`src/rtl/vga_fb_reader.sv`:
```
// rtl/vga_fb_reader.sv - framebuffer/colour-bar pixel stage behind the VGA sync generator.
// Sync and position info ride a fixed delay line so colour, syncs and blanking leave aligned.
module vga_fb_reader #(
  parameter int H_DISPLAY   = 640,
  parameter int V_DISPLAY   = 480,
  parameter int SCALE_SHIFT = 2,
  parameter int FB_ADDR_W   = 15,
  parameter int RD_LATENCY  = 1,
  parameter int BAR_SHIFT   = 6
) (
  input  logic                 vga_clk_in,
  input  logic                 reset_n_in,
  input  logic                 h_sync_in,
  input  logic                 v_sync_in,
  input  logic [10:0]          horizontal_position_in,
  input  logic [9:0]           vertical_position_in,
  input  logic                 enable_in,
  output logic [FB_ADDR_W-1:0] fb_addr_out,
  output logic                 fb_rd_en_out,
  input  logic [11:0]          fb_data_in,
  output logic [3:0]           red_out,
  output logic [3:0]           green_out,
  output logic [3:0]           blue_out,
  output logic                 h_sync_out,
  output logic                 v_sync_out,
  output logic                 blank_n_out,
  output logic                 frame_start_out,
  output logic [15:0]          frame_count_out
);

  localparam int FB_W = H_DISPLAY >> SCALE_SHIFT;

  typedef struct packed {
    logic       active;
    logic       mode;
    logic [2:0] bar;
    logic       hs;
    logic       vs;
    logic       fs;
  } pipe_t;

  // Syncs idle high so the pins never glitch low while the pipeline refills.
  localparam pipe_t PIPE_RST = '{active: 1'b0, mode: 1'b0, bar: 3'd0, hs: 1'b1, vs: 1'b1, fs: 1'b0};

  logic                 mode_q, mode_d;
  logic [FB_ADDR_W-1:0] fb_addr_q, fb_addr_d;
  logic                 fb_rd_en_q, fb_rd_en_d;
  pipe_t                pipe_q [RD_LATENCY+1];
  pipe_t                pipe_d [RD_LATENCY+1];
  pipe_t                last;
  logic [11:0]          rgb_q, rgb_d;
  logic                 h_sync_q, h_sync_d;
  logic                 v_sync_q, v_sync_d;
  logic                 blank_n_q, blank_n_d;
  logic                 frame_start_q, frame_start_d;
  logic [15:0]          frame_count_q, frame_count_d;
  logic                 at_origin;
  logic                 active;

  always_comb begin
    at_origin  = (horizontal_position_in == 11'd0) && (vertical_position_in == 10'd0);
    active     = (horizontal_position_in < 11'(H_DISPLAY)) && (vertical_position_in < 10'(V_DISPLAY));
    // The first pixel of a frame already uses the newly sampled mode.
    mode_d     = at_origin ? enable_in : mode_q;
    fb_addr_d  = FB_ADDR_W'(vertical_position_in >> SCALE_SHIFT) * FB_ADDR_W'(FB_W)
               + FB_ADDR_W'(horizontal_position_in >> SCALE_SHIFT);
    fb_rd_en_d = active && mode_d;
    pipe_d[0]  = '{active: active, mode: mode_d, bar: 3'(horizontal_position_in >> BAR_SHIFT),
                   hs: h_sync_in, vs: v_sync_in, fs: at_origin};
    for (int i = 1; i <= RD_LATENCY; i++) begin
      pipe_d[i] = pipe_q[i-1];
    end
  end

  assign last = pipe_q[RD_LATENCY];

  always_comb begin
    rgb_d = 12'h000;
    if (last.active) begin
      if (last.mode) begin
        rgb_d = fb_data_in;
      end else begin
        case (last.bar)
          3'd0: rgb_d = 12'hFFF;
          3'd1: rgb_d = 12'hFF0;
          3'd2: rgb_d = 12'h0FF;
          3'd3: rgb_d = 12'h0F0;
          3'd4: rgb_d = 12'hF0F;
          3'd5: rgb_d = 12'hF00;
          3'd6: rgb_d = 12'h00F;
          3'd7: rgb_d = 12'h000;
        endcase
      end
    end
    h_sync_d      = last.hs;
    v_sync_d      = last.vs;
    blank_n_d     = last.active;
    frame_start_d = last.fs;
    frame_count_d = frame_count_q + {15'd0, last.fs};
  end

  always_ff @(negedge vga_clk_in or negedge reset_n_in) begin
    if (!reset_n_in) begin
      mode_q        <= 1'b0;
      fb_addr_q     <= '0;
      fb_rd_en_q    <= 1'b0;
      for (int i = 0; i <= RD_LATENCY; i++) begin
        pipe_q[i] <= PIPE_RST;
      end
      rgb_q         <= 12'h000;
      h_sync_q      <= 1'b1;
      v_sync_q      <= 1'b1;
      blank_n_q     <= 1'b0;
      frame_start_q <= 1'b0;
      frame_count_q <= 16'd0;
    end else begin
      mode_q        <= mode_d;
      fb_addr_q     <= fb_addr_d;
      fb_rd_en_q    <= fb_rd_en_d;
      for (int i = 0; i <= RD_LATENCY; i++) begin
        pipe_q[i] <= pipe_d[i];
      end
      rgb_q         <= rgb_d;
      h_sync_q      <= h_sync_d;
      v_sync_q      <= v_sync_d;
      blank_n_q     <= blank_n_d;
      frame_start_q <= frame_start_d;
      frame_count_q <= frame_count_d;
    end
  end

  assign fb_addr_out                      = fb_addr_q;
  assign fb_rd_en_out                     = fb_rd_en_q;
  assign {red_out, green_out, blue_out}   = rgb_q;
  assign h_sync_out                       = h_sync_q;
  assign v_sync_out                       = v_sync_q;
  assign blank_n_out                      = blank_n_q;
  assign frame_start_out                  = frame_start_q;
  assign frame_count_out                  = frame_count_q;

endmodule

```
`config.mk`:
```
export PLATFORM = sky130hd
export DESIGN_NAME = vga_fb_reader
export DESIGN_NICKNAME = d
export VERILOG_FILES = /design/src/rtl/vga_fb_reader.sv
export SDC_FILE = /design/constraint.sdc
export NUM_CORES = 1
export LEC_CHECK = 0
export CAP_MARGIN = 20
export CORE_ASPECT_RATIO = 2
export CORE_UTILIZATION = 46
export DETAILED_ROUTE_END_ITERATION = 8
export MAX_ROUTING_LAYER = met4
export PLACE_DENSITY = 0.77
export SYNTH_ARGS = -nofsm -noshare
export SYNTH_HDL_FRONTEND = slang
export SYNTH_SLANG_ARGS = --single-unit
```
`constraint.sdc`:
```
create_clock -name vga_clk_in -period 1.5 [get_ports vga_clk_in]
set_input_delay 0.45 -clock vga_clk_in [delete_from_list [all_inputs] [get_ports vga_clk_in]]
set_output_delay 0.45 -clock vga_clk_in [all_outputs]
set_load 0.03 [all_outputs]
```
==> impl_metrics.yaml, run 1 <==
setup_path:
  cp_top_family: "adder cells"
  critPathLaunch: "vertical_position_in[5]"
  cp_num_buf_inv: 1
  crit_type: "in2reg"
  start_kind: "input pin"
  worst-endpoint-arrival_ns: 2.29
  cpMaxStageDelayCell: "fa_2"
  worst_setup_path_end_kind: "flop"
  cp.required_ns: 0.92
  cp_cell_sequence: "buf_12, ha_4, ha_4, fa_2, xor2_2, and2_4, nor3b_4, nand4_1, xnor2_1"
  crit_top_cell: "ha_4"
  cp_max_fo: 3
  r2r_cells: 7
  crit_cells: 9
  r2r_start: "frame_count_out[0]"
  slowest_delay_ns: 0.37
cts:
  clockRootBuffer: "clkbuf_16"
  path_clk_slew_ns: 0.04
  ctsHoldBuffers: 0
  ctsHtreeMaxLevel: 3
  clk_latency_ns: 0.39
  cts_sinks: 63
  cts_buffers: 9
  clockBufferDepth: 2
  cts_tree: "done"
logic_synthesis:
  netlist_area_mm2: 0.00268
  yosys.area.top_type: "dfrtn_1"
  yosysTopAreaCellShare_pct: 53.1
  synthMostInstantiatedCell: "dfrtn_1"
  ys_seq_area_share_pct: 59.0
  synth_common_cells: "57 x dfrtn_1, 18 x ha_1, 18 x xnor2_1"
  async_flop_share_pct: 100
  ys_seq_elements: 63
  synthTopCellsByArea: "dfrtn_1 53%, ha_1 8.4%, dfstp_2 5.9%"
  syn_area_per_cell_um2: 12.4
  synth_flop_cell: "dfrtn_1"
  synth-edff-count: 0
  synth_warnings: 0
  synthCells: 217
  syn-num-nets: 275
  yosysUniqueCellTypes: 36
route:
  drtIter0Drc: 107
  ant_nets: 0
  drc: 0
  firstDrtPassIters: 4
  routed_via_density: 5.36
  wl_per_cell_um: 20.5
  wirelength_mm: 9.38
  vias: 2451
layout:
  num-nets-final: 449
  drive_gt1_share_pct: 57.8
  fin_util_pct: 90.5
  fillerInstances: 208
  insertedDiodeCount: 0
  design_area_mm2: 0.00512
  area_growth_pct: 90.9
die:
  core_mm2: 0.00566
  die-height_um: 110
  row_count: 39
  die_area_mm2: 0.00616
  die_w_um: 56.0
  initial_core_util_pct: 47.4
  io_pins: 86
sta:
  tightest_slew_ns: 0.462
  rsz0062_at_grt: "true"
  worst_slack_ns: -1.36
  skew_ns: 0.00621
  setup_violations: 67
  slew_violations: 0
  relSlewSlack_pct: 69.1
  final-hold-violation-count: 0
power:
  power_frac_seq_pct: 35.8
  p_leak_nw: 2.46
  p_comb_share_pct: 27.7
  swShare_pct: 28.3
  power_switching_mw: 1.51
  powerDensity_mw_per_mm2: 1040
  p_clk_share_pct: 36.5
  p_int_mw: 3.83
  peakVddDrop_mv: 1.18
global_route:
  grt_pass1_wl_mm: 13.1
  antenna_found_initial: 0
  grt_max_degree: 25
  first_global_vias: 2666
  grt_remaining_overflow: 0
  grtUsageTotal_pct: 30.1
placement:
  dp_hpwl_mm: 5.26
  place_area_mm2: 0.00417
  port_buffers: 85
  place_congestion: 0.780
worst_hold_path:
  hold_path_class: "reg2reg"
  holdPathStages: 0
  min_from: "pipe_d[5]"
status:
  status: "finished, violations left"
  violations: "setup timing"
run:
  maxCapViolations: 0
## cell type report
| class | instances | area (um^2) | share of cell area, % |
|---|---|---|---|
| flip-flops and latches | 63 | 1580 | 30.9 |
| repair buffers | 161 | 1580 | 30.8 |
| multi-input cells | 139 | 1550 | 30.2 |
| clock buffers | 12 | 256 | 5.01 |
| well taps | 61 | 76.3 | 1.49 |
| inverters | 11 | 43.8 | 0.855 |
| clock inverters | 10 | 41.3 | 0.806 |
## logic make-up after synthesis
kind of cell | count (synthesis) | share of synthesized area (%)
AO/OA/AOI/OAI | 29 | 6.71
adder cells (fa/ha/maj) | 20 | 9.88
XOR/XNOR | 24 | 7.83
buffers and inverters | 15 | 2.24
flip-flops | 63 | 59.0
AND/OR/NAND/NOR | 65 | 13.9
multiplexers | 1 | 0.420
## registers in the layout, summed over array words and instances, names as in the netlist
signal / cells
v_sync_d: 1
frame_start_out: 1
last: 4
h_sync_out: 1
h_sync_d: 1
frame_start_d: 1
blank_n_out: 1
rgb_q: 12
pipe_d: 8
frame_count_out: 16
v_sync_out: 1
fb_addr_out: 14
fb_rd_en_out: 1
blank_n_d: 1
## layer usage
| layer | track usage (%) | routed length [um] | up-vias |
|---|---|---|---|
| li1 | - | - | 1095 |
| met1 | 26.5 | 3030 | 1217 |
| met2 | 58.2 | 5570 | 105 |
| met3 | 6.65 | 369 | 34 |
| met4 | 15.7 | 411 | 0 |
| met5 | - | 0 | - |
## layout by cell type, fill, tap and decap left out, types with 6 or more instances in the layout
cell | netlist | routed
a21oi_2 | 1 | 13
buf_12 | 0 | 9
buf_4 | 1 | 59
buf_6 | 0 | 59
clkbuf_16 | 0 | 9
dfrtn_1 | 57 | 57
dfstp_2 | 6 | 6
dlygate4sd2_1 | 0 | 21
ha_4 | 0 | 17
inv_1 | 12 | 14
nand2_1 | 8 | 6
nand4_1 | 6 | 6
nor2_1 | 11 | 6
nor2b_1 | 12 | 12
xnor2_1 | 18 | 14
## power by group through the flow
| stage | clock network (mW) | logic (mW) | registers, mW |
|---|---|---|---|
| after floorplan | 0.0289 | 0.351 | 2.09 |
| after global placement | 0.0289 | 1.17 | 1.92 |
| after detailed placement | 0.0289 | 1.19 | 1.92 |
| after CTS | 1.95 | 1.33 | 1.91 |
| after global routing | 2.07 | 1.55 | 1.92 |
| final | 1.95 | 1.48 | 1.91 |
## metrics by stage
stage / instances / hold WS, ns / setup TNS [ns] / setup slack (ns) / total power, mW
after floorplan: 217 / 0.292 / -22.86 / -1.39 / 2.47
after global placement: 411 / 0.292 / -40.68 / -2.05 / 3.11
after detailed placement: 411 / 0.305 / -41.53 / -2.08 / 3.15
after CTS: 450 / 0.303 / -38.88 / -1.21 / 5.19
after global routing: 457 / 0.309 / -41.54 / -1.40 / 5.54
final: 457 / 0.306 / -39.56 / -1.36 / 5.34
## path summary, 6_finish.rpt
kind / end / slack, ns
worst max-delay path: fb_addr_out[14] / -1.36
max in group asynchronous: frame_count_out[7] / 0.45
worst min-delay path: last[5] / 0.31
worst max register to register: frame_count_out[13] / -0.18
min in group asynchronous: frame_count_out[11] / 0.73
worst min register to register: last[5] / 0.31
## what timing repair did
action                     4_1_cts  5_1_grt
setup endpoints to repair       81       68
resized for setup              143       39
pin swaps                       37       25
setup buffers                   19       18
Note: power is estimated with default switching activity, not from simulation.
==> run 2, diff against run 1 <==
--- a/config.mk
+++ b/config.mk
@@ -5,12 +5,13 @@
 export SDC_FILE = /design/constraint.sdc
 export NUM_CORES = 1
 export LEC_CHECK = 0
+export ABC_AREA = 1
 export CAP_MARGIN = 20
 export CORE_ASPECT_RATIO = 2
 export CORE_UTILIZATION = 46
 export DETAILED_ROUTE_END_ITERATION = 8
 export MAX_ROUTING_LAYER = met4
-export PLACE_DENSITY = 0.77
+export PLACE_DENSITY = 0.76
 export SYNTH_ARGS = -nofsm -noshare
 export SYNTH_HDL_FRONTEND = slang
 export SYNTH_SLANG_ARGS = --single-unit
==> impl_metrics.yaml, run 2 <==
worst_hold_path:
  hold_path_class: "reg2reg"
  min_from: "pipe_d[4]"
logic_synthesis:
  netlist_area_mm2: 0.00277
  yosysUniqueCellTypes: 28
  synthTopCellsByArea: "dfrtn_1 51%, ha_1 8.1%, nand2_1 7.0%"
  synthMostInstantiatedCell: "dfrtn_1"
  yosys.area.top_type: "dfrtn_1"
  ys_seq_area_share_pct: 57.2
  synth_flop_cell: "dfrtn_1"
  syn_area_per_cell_um2: 10.3
  synth_common_cells: "57 x dfrtn_1, 52 x nand2_1, 39 x nor2_1"
  syn-num-nets: 327
  synthCells: 269
  yosysTopAreaCellShare_pct: 51.5
  async_flop_share_pct: 100
  ys_seq_elements: 63
  synth_warnings: 0
  synth-edff-count: 0
power:
  powerDensity_mw_per_mm2: 1030
  power_frac_seq_pct: 35.7
  peakVddDrop_mv: 0.686
  swShare_pct: 28.4
  p_int_mw: 3.84
  p_comb_share_pct: 25.4
  p_leak_nw: 2.70
  total_power_mw: 5.36
  power_switching_mw: 1.52
  p_clk_share_pct: 38.8
global_route:
  grt_max_degree: 22
  first_global_vias: 2866
  grt_pass1_wl_mm: 13.4
  antenna_found_initial: 0
  grtUsageTotal_pct: 29.8
  grt_remaining_overflow: 0
die:
  initial_core_util_pct: 48.1
  core_mm2: 0.00576
  die_area_mm2: 0.00635
  die-height_um: 112
  die_w_um: 56.9
  io_pins: 86
  row_count: 39
layout:
  fin_cells: 514
  drive_gt1_share_pct: 50.8
  layout_common_cells: "64 x buf_6, 62 x buf_4, 57 x dfrtn_1"
  insertedDiodeCount: 0
  final_common_cell: "buf_6"
  largest_register_ff_count: 16
  area_growth_pct: 87.6
  num-nets-final: 506
cts:
  cts_tree: "done"
  path_clk_slew_ns: 0.04
  ctsHtreeMaxLevel: 3
  clockBufferDepth: 2
  clockRootBuffer: "clkbuf_16"
  cts_sinks: 63
  clk_latency_ns: 0.38
  cts_buffers: 9
route:
  wl_per_cell_um: 20.2
  drc: 18
  drtIter0Drc: 141
  wirelength_mm: 10.4
  ant_nets: 0
  firstDrtPassIters: 7
  vias: 2746
  routed_via_density: 5.34
setup_path:
  crit_type: "in2reg"
  cp_top_family: "adder cells"
  cp.required_ns: 0.92
  cpMaxStageDelayCell: "fa_2"
  cp_num_buf_inv: 4
  slowest_delay_ns: 0.38
  critPathLaunch: "vertical_position_in[5]"
  worst-endpoint-arrival_ns: 2.10
  r2r_start: "frame_count_out[0]"
  cp_max_fo: 3
  cp_cell_sequence: "buf_6, ha_4, ha_4, fa_2, buf_6, inv_2, nand2_2, nand2_2, nor2_4, nand3_2, nor2_4, buf_4, xor2_1"
  start_kind: "input pin"
  worst_setup_path_end_kind: "flop"
sta:
  relSlewSlack_pct: 66.3
  worst_slack_ns: -1.18
  tightest_slew_ns: 0.505
  rsz0062_at_grt: "true"
  slew_violations: 0
  setup_violations: 71
  final-hold-violation-count: 0
  skew_ns: 0.0119
status:
  violations: "DRC, setup timing"
  status: "finished, violations left"
placement:
  place_congestion: 0.907
  post-place-cells: 467
  dp_hpwl_mm: 5.39
  place_ws_ns: -1.93
  port_buffers: 85
run:
  maxCapViolations: 0
==> run 2: repair_timing <==
item	4_1_cts	5_1_grt
buffers inserted	18	20
gates resized for setup	156	50
hold buffers	0	0
setup endpoints to repair	80	71
pin swaps	55	35
==> run 2: path summary, 6_finish.rpt <==
path	slack [ns]	endpoint	depth (start not counted)
max	-1.18	fb_addr_out[12]	13
min	0.30	last[4]	0
max reg2reg	-0.20	frame_count_out[12]	7
min reg2reg	0.30	last[4]	0
max in group asynchronous	0.47	frame_count_out[4]	3
min in group asynchronous	0.70	rgb_q[0]	2
==> run 2: area by class of cell <==
| type | instances | area [um^2] |
|---|---|---|
| inverter | 28 | 105 |
| fill | 213 | 561 |
| clock inverter | 12 | 82.6 |
| sequential | 63 | 1580 |
| multi-input combinational | 175 | 1460 |
| tap | 61 | 76.3 |
| timing repair buffer | 165 | 1660 |
| clock buffer | 10 | 229 |
==> run 2: per-layer routing <==
| metal | vias up | GRT usage (%) | wire length (um) |
|---|---|---|---|
| li1 | 1210 | - | - |
| met1 | 1350 | 24.3 | 3300 |
| met2 | 138 | 56.7 | 5990 |
| met3 | 48 | 5.92 | 513 |
| met4 | 0 | 19.5 | 580 |
| met5 | - | - | 0 |
==> run 2: power groups by stage <==
stage | logic (mW) | registers (mW) | clock network (mW)
after floorplan | 0.324 | 2.08 | 0.0289
after global placement | 1.14 | 1.92 | 0.0289
after detailed placement | 1.17 | 1.93 | 0.0289
after CTS | 1.28 | 1.91 | 2.05
after global routing | 1.44 | 1.92 | 2.20
final | 1.36 | 1.91 | 2.08
==> run 2: worst reg2reg max path: stages (launching register included) <==
cell	delay, ns
dfrtn_1	0.47
buf_6	0.12
ha_4	0.15
ha_4	0.14
nand4_1	0.17
nor2_2	0.21
nand2_2	0.11
xnor2_2	0.16
==> run 2: through the flow <==
stage	TNS, ns	hold WS, ns	utilization (%)	instance area (um^2)
5_1_grt	-41.02	0.313	90.3	5200
6_report	-39.26	0.301	90.3	5200
3_5_place_dp	-39.90	0.297	73.5	4230
2_1_floorplan	-22.29	0.292	-	2910
4_1_cts	-37.25	0.299	86.1	4960
3_3_place_gp	-39.22	0.292	73.5	4230
==> run 2: cells by family (layout without fill, tap and decap cells) <==
family	after synthesis	in the layout	share of synthesized area, %
flip-flops	63	63	57.2
buffers and inverters	31	215	4.34
AO/OA/AOI/OAI	9	9	1.94
AND/OR/NAND/NOR	125	125	20.3
XOR/XNOR	21	21	6.64
adder cells (fa/ha/maj)	20	20	9.58
